[config.mk]
export PLATFORM = sky130hd
export DESIGN_NAME = pipe_stall_controller
export DESIGN_NICKNAME = d
export VERILOG_FILES = /design/src/rtl/pipe_stall_controller.sv
export SDC_FILE = /design/constraint.sdc
export NUM_CORES = 1
export LEC_CHECK = 0
export CORE_MARGIN = 5
export CORE_UTILIZATION = 33
export CTS_BUF_LIST = sky130_fd_sc_hd__clkbuf_8
export DETAILED_ROUTE_END_ITERATION = 7
export PLACE_DENSITY = 0.88
export SKIP_CTS_REPAIR_TIMING = 1
export SLEW_MARGIN = 5
export SYNTH_ARGS = -nofsm -noshare
export SYNTH_HDL_FRONTEND = slang
export SYNTH_SLANG_ARGS = --single-unit
[constraint.sdc]
create_clock -name clk -period 4.03 [get_ports clk]
set_input_delay 0.6045 -clock clk [delete_from_list [all_inputs] [get_ports clk]]
set_output_delay 0.6045 -clock clk [all_outputs]
set_load 0.03 [all_outputs]
[src/rtl/pipe_stall_controller.sv]
// Pipeline stall/flush controller: stage-register enables, bubble insertion and a
// RUN / DMEM_WAIT / MD_BUSY sequencer. Define STALL_PERF_CNT_EN for perf counters.
module pipe_stall_controller #(
    parameter int CNT_W = 32
) (
    input  logic             clk,
    input  logic             rst_n,
    input  logic             LoadUseHaz,
    input  logic             BranchTaken,
    input  logic             IMemReady,
    input  logic             DMemReq,
    input  logic             DMemReady,
    input  logic             MulDivStart,
    input  logic             MulDivDone,
    output logic             PCWrite,
    output logic             IFIDWrite,
    output logic             IDEXWrite,
    output logic             EXMEMWrite,
    output logic             MEMWBWrite,
    output logic             IFIDFlush,
    output logic             IDEXFlush,
    output logic             EXMEMFlush,
    output logic [1:0]       State,
    output logic             PendRedirect,
    output logic [CNT_W-1:0] StallCycles,
    output logic [CNT_W-1:0] FlushCount
);

    localparam logic [1:0] ST_RUN       = 2'd0;
    localparam logic [1:0] ST_DMEM_WAIT = 2'd1;
    localparam logic [1:0] ST_MD_BUSY   = 2'd2;

    // Enable vectors are {PC, IFID, IDEX, EXMEM, MEMWB}; flush vectors are {IFID, IDEX, EXMEM}.
    localparam logic [4:0] WR_ALL     = 5'b11111;
    localparam logic [4:0] WR_NONE    = 5'b00000;
    localparam logic [4:0] WR_MD      = 5'b00011;
    localparam logic [4:0] WR_LOADUSE = 5'b00111;
    localparam logic [4:0] WR_FETCH   = 5'b01111;
    localparam logic [2:0] FL_NONE    = 3'b000;
    localparam logic [2:0] FL_IFID    = 3'b100;
    localparam logic [2:0] FL_IDEX    = 3'b010;
    localparam logic [2:0] FL_EXMEM   = 3'b001;

    logic [1:0] state_reg;
    logic [1:0] state_next;
    logic       pend_reg;
    logic       pend_next;

    logic       mem_rule_en;
    logic       md_rule_en;
    logic [4:0] run_wr;
    logic [2:0] run_fl;
    logic [1:0] run_state;
    logic       run_branch;

    logic [4:0] base_wr;
    logic [2:0] base_fl;
    logic       branch_sel;
    logic [4:0] wr_vec;
    logic [2:0] fl_vec;

    // The state that is being left already covers its own stall rule.
    always_comb begin
        mem_rule_en = (state_reg != ST_DMEM_WAIT);
        md_rule_en  = (state_reg != ST_MD_BUSY);
    end

    always_comb begin
        run_wr     = WR_ALL;
        run_fl     = FL_NONE;
        run_state  = ST_RUN;
        run_branch = 1'b0;
        if (mem_rule_en && DMemReq && !DMemReady) begin
            run_wr    = WR_NONE;
            run_state = ST_DMEM_WAIT;
        end else if (md_rule_en && MulDivStart) begin
            run_wr    = WR_MD;
            run_fl    = FL_EXMEM;
            run_state = ST_MD_BUSY;
        end else if (BranchTaken) begin
            run_fl     = FL_IFID;
            run_branch = 1'b1;
        end else if (LoadUseHaz) begin
            run_wr = WR_LOADUSE;
            run_fl = FL_IDEX;
        end else if (!IMemReady || pend_reg) begin
            run_wr = WR_FETCH;
            run_fl = FL_IFID;
        end
    end

    // Hold states freeze the pipe until their completion strobe arrives.
    always_comb begin
        base_wr    = run_wr;
        base_fl    = run_fl;
        state_next = run_state;
        branch_sel = run_branch;
        case (state_reg)
            ST_DMEM_WAIT: begin
                if (!DMemReady) begin
                    base_wr    = WR_NONE;
                    base_fl    = FL_NONE;
                    state_next = ST_DMEM_WAIT;
                    branch_sel = 1'b0;
                end
            end
            ST_MD_BUSY: begin
                if (!MulDivDone) begin
                    base_wr    = WR_MD;
                    base_fl    = FL_EXMEM;
                    state_next = ST_MD_BUSY;
                    branch_sel = 1'b0;
                end
            end
            default: begin
            end
        endcase
    end

    // An outstanding redirect fetch keeps the PC frozen and squashes whatever IF/ID latches.
    always_comb begin
        wr_vec = base_wr;
        fl_vec = base_fl;
        if (pend_reg) begin
            wr_vec[4] = 1'b0;
            fl_vec[2] = base_fl[2] | base_wr[3];
        end
    end

    always_comb begin
        pend_next = pend_reg;
        if (branch_sel && !IMemReady) begin
            pend_next = 1'b1;
        end else if (IMemReady && wr_vec[3]) begin
            pend_next = 1'b0;
        end
    end

    always_ff @(posedge clk or negedge rst_n) begin
        if (!rst_n) begin
            state_reg <= ST_RUN;
            pend_reg  <= 1'b0;
        end else begin
            state_reg <= state_next;
            pend_reg  <= pend_next;
        end
    end

    assign PCWrite      = wr_vec[4];
    assign IFIDWrite    = wr_vec[3];
    assign IDEXWrite    = wr_vec[2];
    assign EXMEMWrite   = wr_vec[1];
    assign MEMWBWrite   = wr_vec[0];
    assign IFIDFlush    = fl_vec[2];
    assign IDEXFlush    = fl_vec[1];
    assign EXMEMFlush   = fl_vec[0];
    assign State        = state_reg;
    assign PendRedirect = pend_reg;

`ifdef STALL_PERF_CNT_EN
    localparam logic [CNT_W-1:0] CNT_ONE = CNT_W'(1);

    logic [1:0]       cnt_inc;
    logic [CNT_W-1:0] cnt_val [2];

    assign cnt_inc = {|fl_vec, ~wr_vec[4]};

    genvar gi;
    generate
        for (gi = 0; gi < 2; gi++) begin : g_cnt
            logic [CNT_W-1:0] cnt_reg;
            // Saturating: stops at all-ones instead of wrapping.
            always_ff @(posedge clk or negedge rst_n) begin
                if (!rst_n) begin
                    cnt_reg <= '0;
                end else if (cnt_inc[gi] && !(&cnt_reg)) begin
                    cnt_reg <= cnt_reg + CNT_ONE;
                end
            end
            assign cnt_val[gi] = cnt_reg;
        end
    endgenerate

    assign StallCycles = cnt_val[0];
    assign FlushCount  = cnt_val[1];
`else
    assign StallCycles = '0;
    assign FlushCount  = '0;
`endif

endmodule

==> summary.txt, run 1 <==
Synthesis
  – Distinct cells, synth: 23
  – Avg Inst Size Synth: 7.57 µm²
  – Share of the yosys chip area belonging to registers: 8.70%
  – Yosys reg bits: 3
  – Post-Synthesis Cell Area: 863 µm²
  – Area leader, netlist: buf_4
  – Synthesis Warnings: 0
  – Syn Inst Count: 114
  – Yosys top cell area share: 56.5%
  – Ranking of synthesized cells by area: buf_4 57%, dfrtp_1 8.7%, a21oi_1 4.1%
  – EDFF count, synth: 0
  – Primary FF master, synth: dfrtp_1
  – Synth async-reset ratio: 100%

Timing
  – Fin. Hold Viols: 0
  – Fin crit share: 78.2%
  – Final Skew: 0.00142 ns
  – Fin Hold WS: 0.566 ns
  – RSZ-0062 raised after global routing: no
  – Final Max Tran Viols: 0
  – Fin crit period: 3.15 ns
  – FMAX: 0.317 GHz
  – Final setup violation count: 0
  – TNS Setup: 0 ns

Pwr
  – VDD IR max: 0.000650 V
  – Sw Share: 55.9%
  – Pleak: 0.000473 µW
  – Total power: 664 µW
  – P_sw: 371 µW
  – Flop pwr share: 8.4%
  – P_int: 293 µW
  – Comb pwr share: 78.5%
  – PD cells: 751 nW/µm²
  – Clock Power Share: 13.1%

Min path
  – Min-Delay Path Class: input port to asynchronous set/reset pin

Worst setup path
  – Crit-path most repeated cell: clkdlybuf4s50_1
  – Startpoint type of the worst setup path: input port
  – Crit path max fanout: 6
  – Arr. time, crit path: 2.55 ns
  – Worst path required time: 3.43 ns
  – CP Cell Sequence: clkdlybuf4s50_1 -> nand2b_1 -> a21o_1 -> o221a_4 -> nor3_2 -> clkdlybuf4s50_1
  – Worst Setup End Kind: primary output
  – Slowest CP cell: clkdlybuf4s50_1
  – CP peak stage delay: 0.69 ns
  – WS Path Type: input port to primary output

Cells and area
  – Synth-to-Final Area Change: 2.46%
  – Share of cells above drive strength 1: 8.89%
  – Leading cell type in the layout, fill and taps excluded: conb_1
  – Fin cells: 165
  – Diode count: 0
  – Design Area, Final: 885 µm²
  – Nets: 147
  – Most frequent cells in the layout: 64 x conb_1, 19 x clkdlybuf4s50_1, 8 x inv_1

CTS
  – Root Buffer: clkbuf_8
  – Clk slew on worst S/H paths: 0.03 ns
  – Worst-Skew Late Latency: 0.22 ns
  – TritonCTS Sinks: 3
  – CTS tree: yes
  – CTS Buf Count: 3
  – H-Tree Depth: 1
  – CTS max path bufs: 2

Place
  – Port buffer count: 19
  – DP HPWL: 1300 µm
  – Placed insts: 161
  – Gpl congestion: 0.742
  – Dpl cell area: 840 µm²

Global routing
  – Tot GR Track Use: 6.18%
  – Vias in the first global route: 380
  – Initial antenna violation count: 0
  – First-pass GRT wire length: 1670 µm
  – Largest net degree at the start of global routing: 8
  – GRT overflow: 0

Floorplan
  – Rows: 18
  – Die ar.: 3740 µm²
  – Num ports: 84
  – Die W: 61.2 µm
  – Die extent in y: 61.2 µm
  – Initial Utilization: 34.5%
  – Core area: 2500 µm²

Run status
  – Status: completed

Routing
  – WL per Instance: 8.99 µm
  – ANT nets after route: 0
  – Vias per std cell: 3.44
  – First drt pass iteration count: 4
  – Post-Route WL: 1480 µm
  – Drc violations: 0
  – Vias post-DR: 568
  – DRT iter0 DRCs: 7

Run
  – Maxcap violations: 0
[path summary, 6_finish.rpt]
check                                  start      endpoint  slack (ns)  cells after the start
worst max-delay path               DMemReady       PCWrite        0.88                      6
worst min-delay path                   rst_n  PendRedirect        0.57                      1
worst max register to register      State[0]  PendRedirect        2.48                      7
worst min register to register  PendRedirect  PendRedirect        0.66                      2
max in group asynchronous              rst_n      State[1]        3.32                      1
min in group clk                PendRedirect  PendRedirect        0.66                      2
[critical path: cells and delay by family]
family	cells	cell delay (ns)
AOI/OAI and AO/OA	2	0.46
buffers and inverters	2	1.25
and+or+nand+nor	2	0.22
[cells in the mapped netlist, types with 2 or more instances]
master / count
buf_4: 65
a21oi_1: 7
inv_1: 7
nor2_1: 4
dfrtp_1: 3
nand2b_1: 3
o21ai_0: 3
ha_1: 2
inv_2: 2
nand2_1: 2
nand3_1: 2
nor3_2: 2
o21a_1: 2
[layer usage]
metal	global-route usage [%]	routed length (µm)	vias to the layer above
met5	0	0	-
met4	4.64	21	0
met3	2.52	314	2
met2	7.85	617	58
met1	8.16	530	234
li1	-	-	274
[state kept, by name, indices dropped and copies added (netlist names)]
| register | count |
|---|---|
| State | 2 |
| PendRedirect | 1 |
[power groups by stage]
stage / combinational (µW) / sequential [µW] / clock (µW)
global placement: 517 / 56.5 / 0
detailed placement: 522 / 56.6 / 0
CTS: 524 / 56.5 / 90.0
finish: 521 / 55.9 / 86.8
floorplan: 400 / 78.7 / 0
global route: 558 / 58.8 / 90.3
[final cells by class]
cell class / count / area (µm²)
Clock buffer: 3 / 41.3
Timing Repair Buffer: 19 / 190
Tap cell: 30 / 37.5
Clock inverter: 1 / 3.75
Inverter: 9 / 33.8
Sequential cell: 3 / 75.1
Fill cell: 272 / 1620
Multi-Input combinational cell: 100 / 503
[cells by family after synthesis]
logic type               after synthesis  synth area share [%]
AND/OR/NAND/NOR                       17                  12.5
multiplexers                           1                  1.16
AO/OA/AOI/OAI                         16                  13.9
buffers and inverters                 74                  60.4
other                                  1                 0.434
flip-flops                             3                  8.70
adder cells (fa/ha/maj)                2                  2.90
[metrics by stage]
step | utilization [%] | setup WS (ns)
6_report | 35.4 | 0.877
5_1_grt | 35.4 | 0.816
4_1_cts | 35.4 | 0.869
3_5_place_dp | 33.6 | 0.877
3_3_place_gp | 33.6 | 0.907
2_1_floorplan | - | 1.52
(Power assumes the default switching activity.)
==> run 2: changes to the inputs <==
Settings changed: CORE_UTILIZATION 33 to 31, PLACE_DENSITY 0.88 to 0.83.
Clock period 4.03 ns to 3.01 ns, I/O delays scaled along.
==> run 2 against run 1 <==
Compared with the run above:
- register-to-register slack lost 1.0 ns
- via count increased by 2.5%
- total power up 34%
- design area is 0.14% higher
- clock power grew 32%
- first-iteration DRC count rose to 2.9 times the previous value
- die area up 5.4%
- core utilization is 2.7 points lower
- flip-flop and latch count is the same
- critical endpoint unchanged
- sequential share of layout area hardly changed
- wire length increased by 4.0%
- combinational power rose by 35%
==> summary.txt, run 2 (same netlist as run 1, synthesis figures left out) <==
Run status
  – Status: completed

Worst setup path
  – RR Endpoint: PendRedirect
  – Worst setup startpoint: DMemReady
  – Startpoint type of the worst setup path: input port
  – WS Path Type: input port to primary output
  – CP Cell Sequence: clkdlybuf4s50_1 -> nand2b_1 -> a21o_1 -> o221a_4 -> nor3_2 -> clkdlybuf4s50_1
  – CP top delay family: buffers and inverters
  – Slowest CP cell: clkdlybuf4s50_1
  – WP buf/inv: 2
  – Crit path depth: 6
  – FF-to-FF Start: State[0]
  – Worst Setup End Kind: primary output
  – Reg2reg setup slack: 1.45 ns
  – Crit path max fanout: 6
  – Critical Path End: PCWrite
  – Arr. time, crit path: 2.40 ns
  – CP peak stage delay: 0.68 ns
  – Worst path required time: 2.56 ns
  – Crit-path most repeated cell: clkdlybuf4s50_1
  – R2R cell count: 7

Cells and area
  – Nets: 147
  – Share of cells above drive strength 1: 8.89%
  – Diode count: 0
  – Most frequent cells in the layout: 64 x conb_1, 19 x clkdlybuf4s50_1, 8 x inv_1
  – Leading cell type in the layout, fill and taps excluded: conb_1
  – Largest register FFs: 2
  – Synth-to-Final Area Change: 2.61%
  – Fillers: 300

Global routing
  – Initial antenna violation count: 0
  – Largest net degree at the start of global routing: 8
  – Vias in the first global route: 458
  – Tot GR Track Use: 6.40%
  – GRT overflow: 0
  – First-pass GRT wire length: 1970 µm

Min path
  – Min-Delay Path Class: input port to asynchronous set/reset pin

Timing
  – FMAX: 0.351 GHz
  – Final setup violation count: 0
  – TNS Setup: 0 ns
  – RSZ-0062 raised after global routing: no
  – Fin crit period: 2.85 ns
  – Fin. Hold Viols: 0
  – Fin crit share: 94.7%
  – Fin Hold WS: 0.415 ns
  – Final Max Tran Viols: 0
  – Final Skew: 0.000116 ns

CTS
  – H-Tree Depth: 1
  – CTS max path bufs: 2
  – TritonCTS Sinks: 3
  – CTS Buf Count: 3
  – Root Buffer: clkbuf_8
  – CTS tree: yes
  – Worst-Skew Late Latency: 0.22 ns
  – Clk slew on worst S/H paths: 0.03 ns

Place
  – DP HPWL: 1340 µm
  – Port buffer count: 19
  – Gpl congestion: 0.809

Routing
  – First drt pass iteration count: 4
  – Post-Route WL: 1540 µm
  – WL per Instance: 9.29 µm
  – Drc violations: 0
  – Vias post-DR: 582
  – DRT iter0 DRCs: 20
  – Vias per std cell: 3.51
  – ANT nets after route: 0

Floorplan
  – Die extent in y: 62.8 µm
  – Die ar.: 3940 µm²
  – Core area: 2710 µm²
  – Die W: 62.8 µm
  – Initial Utilization: 31.9%
  – Rows: 19
  – Num ports: 84

Run
  – Maxcap violations: 0

Pwr
  – PD cells: 1010 nW/µm²
  – Pleak: 0.000473 µW
  – VDD IR max: 0.000591 V
[run 2: per-stage QoR]
stage | cell area (µm²) | cells | utilization (%) | worst slack, ns | total power, µW
finish | 886 | 166 | 32.7 | 0.159 | 892
global route | 886 | 166 | 32.7 | 0.0683 | 952
CTS | 886 | 166 | 32.7 | 0.161 | 897
detailed placement | 841 | 162 | 31.0 | 0.167 | 777
global placement | 841 | 162 | 31.0 | 0.190 | 768
floorplan | 1100 | 177 | - | 0.657 | 641
[run 2: power by group]
group	leakage [µW]	total (µW)	switching (µW)	internal (µW)
clock network	0.0000269	115	28.0	86.9
registers	0.0000387	74.8	17.5	57.4
logic	0.000407	702	455	248
[run 2: area by class of cell]
class,instances,area (µm²),area share [%]
inverters,9,33.8,3.81
clock inverters,1,3.75,0.424
multi-input cells,100,503,56.8
flip-flops and latches,3,75.1,8.47
repair buffers,19,190,21.5
clock buffers,3,41.3,4.66
well taps,31,38.8,4.38
[run 2: worst min path at each step]
stage / slack [ns] / to / depth (start not counted)
after global routing: 0.42 / State[0] / 1
after CTS: 0.42 / State[0] / 1
after floorplan: 0.16 / PendRedirect / 0
final: 0.41 / State[0] / 1
after detailed placement: 0.65 / State[1] / 1
after global placement: 0.65 / State[1] / 1
[run 2: layer usage]
metal,wire length (µm),GRT usage [%],vias up
met5,0,0,-
li1,-,-,276
met3,332,4.68,0
met4,0,3.18,0
met2,682,7.90,59
met1,527,7.98,247
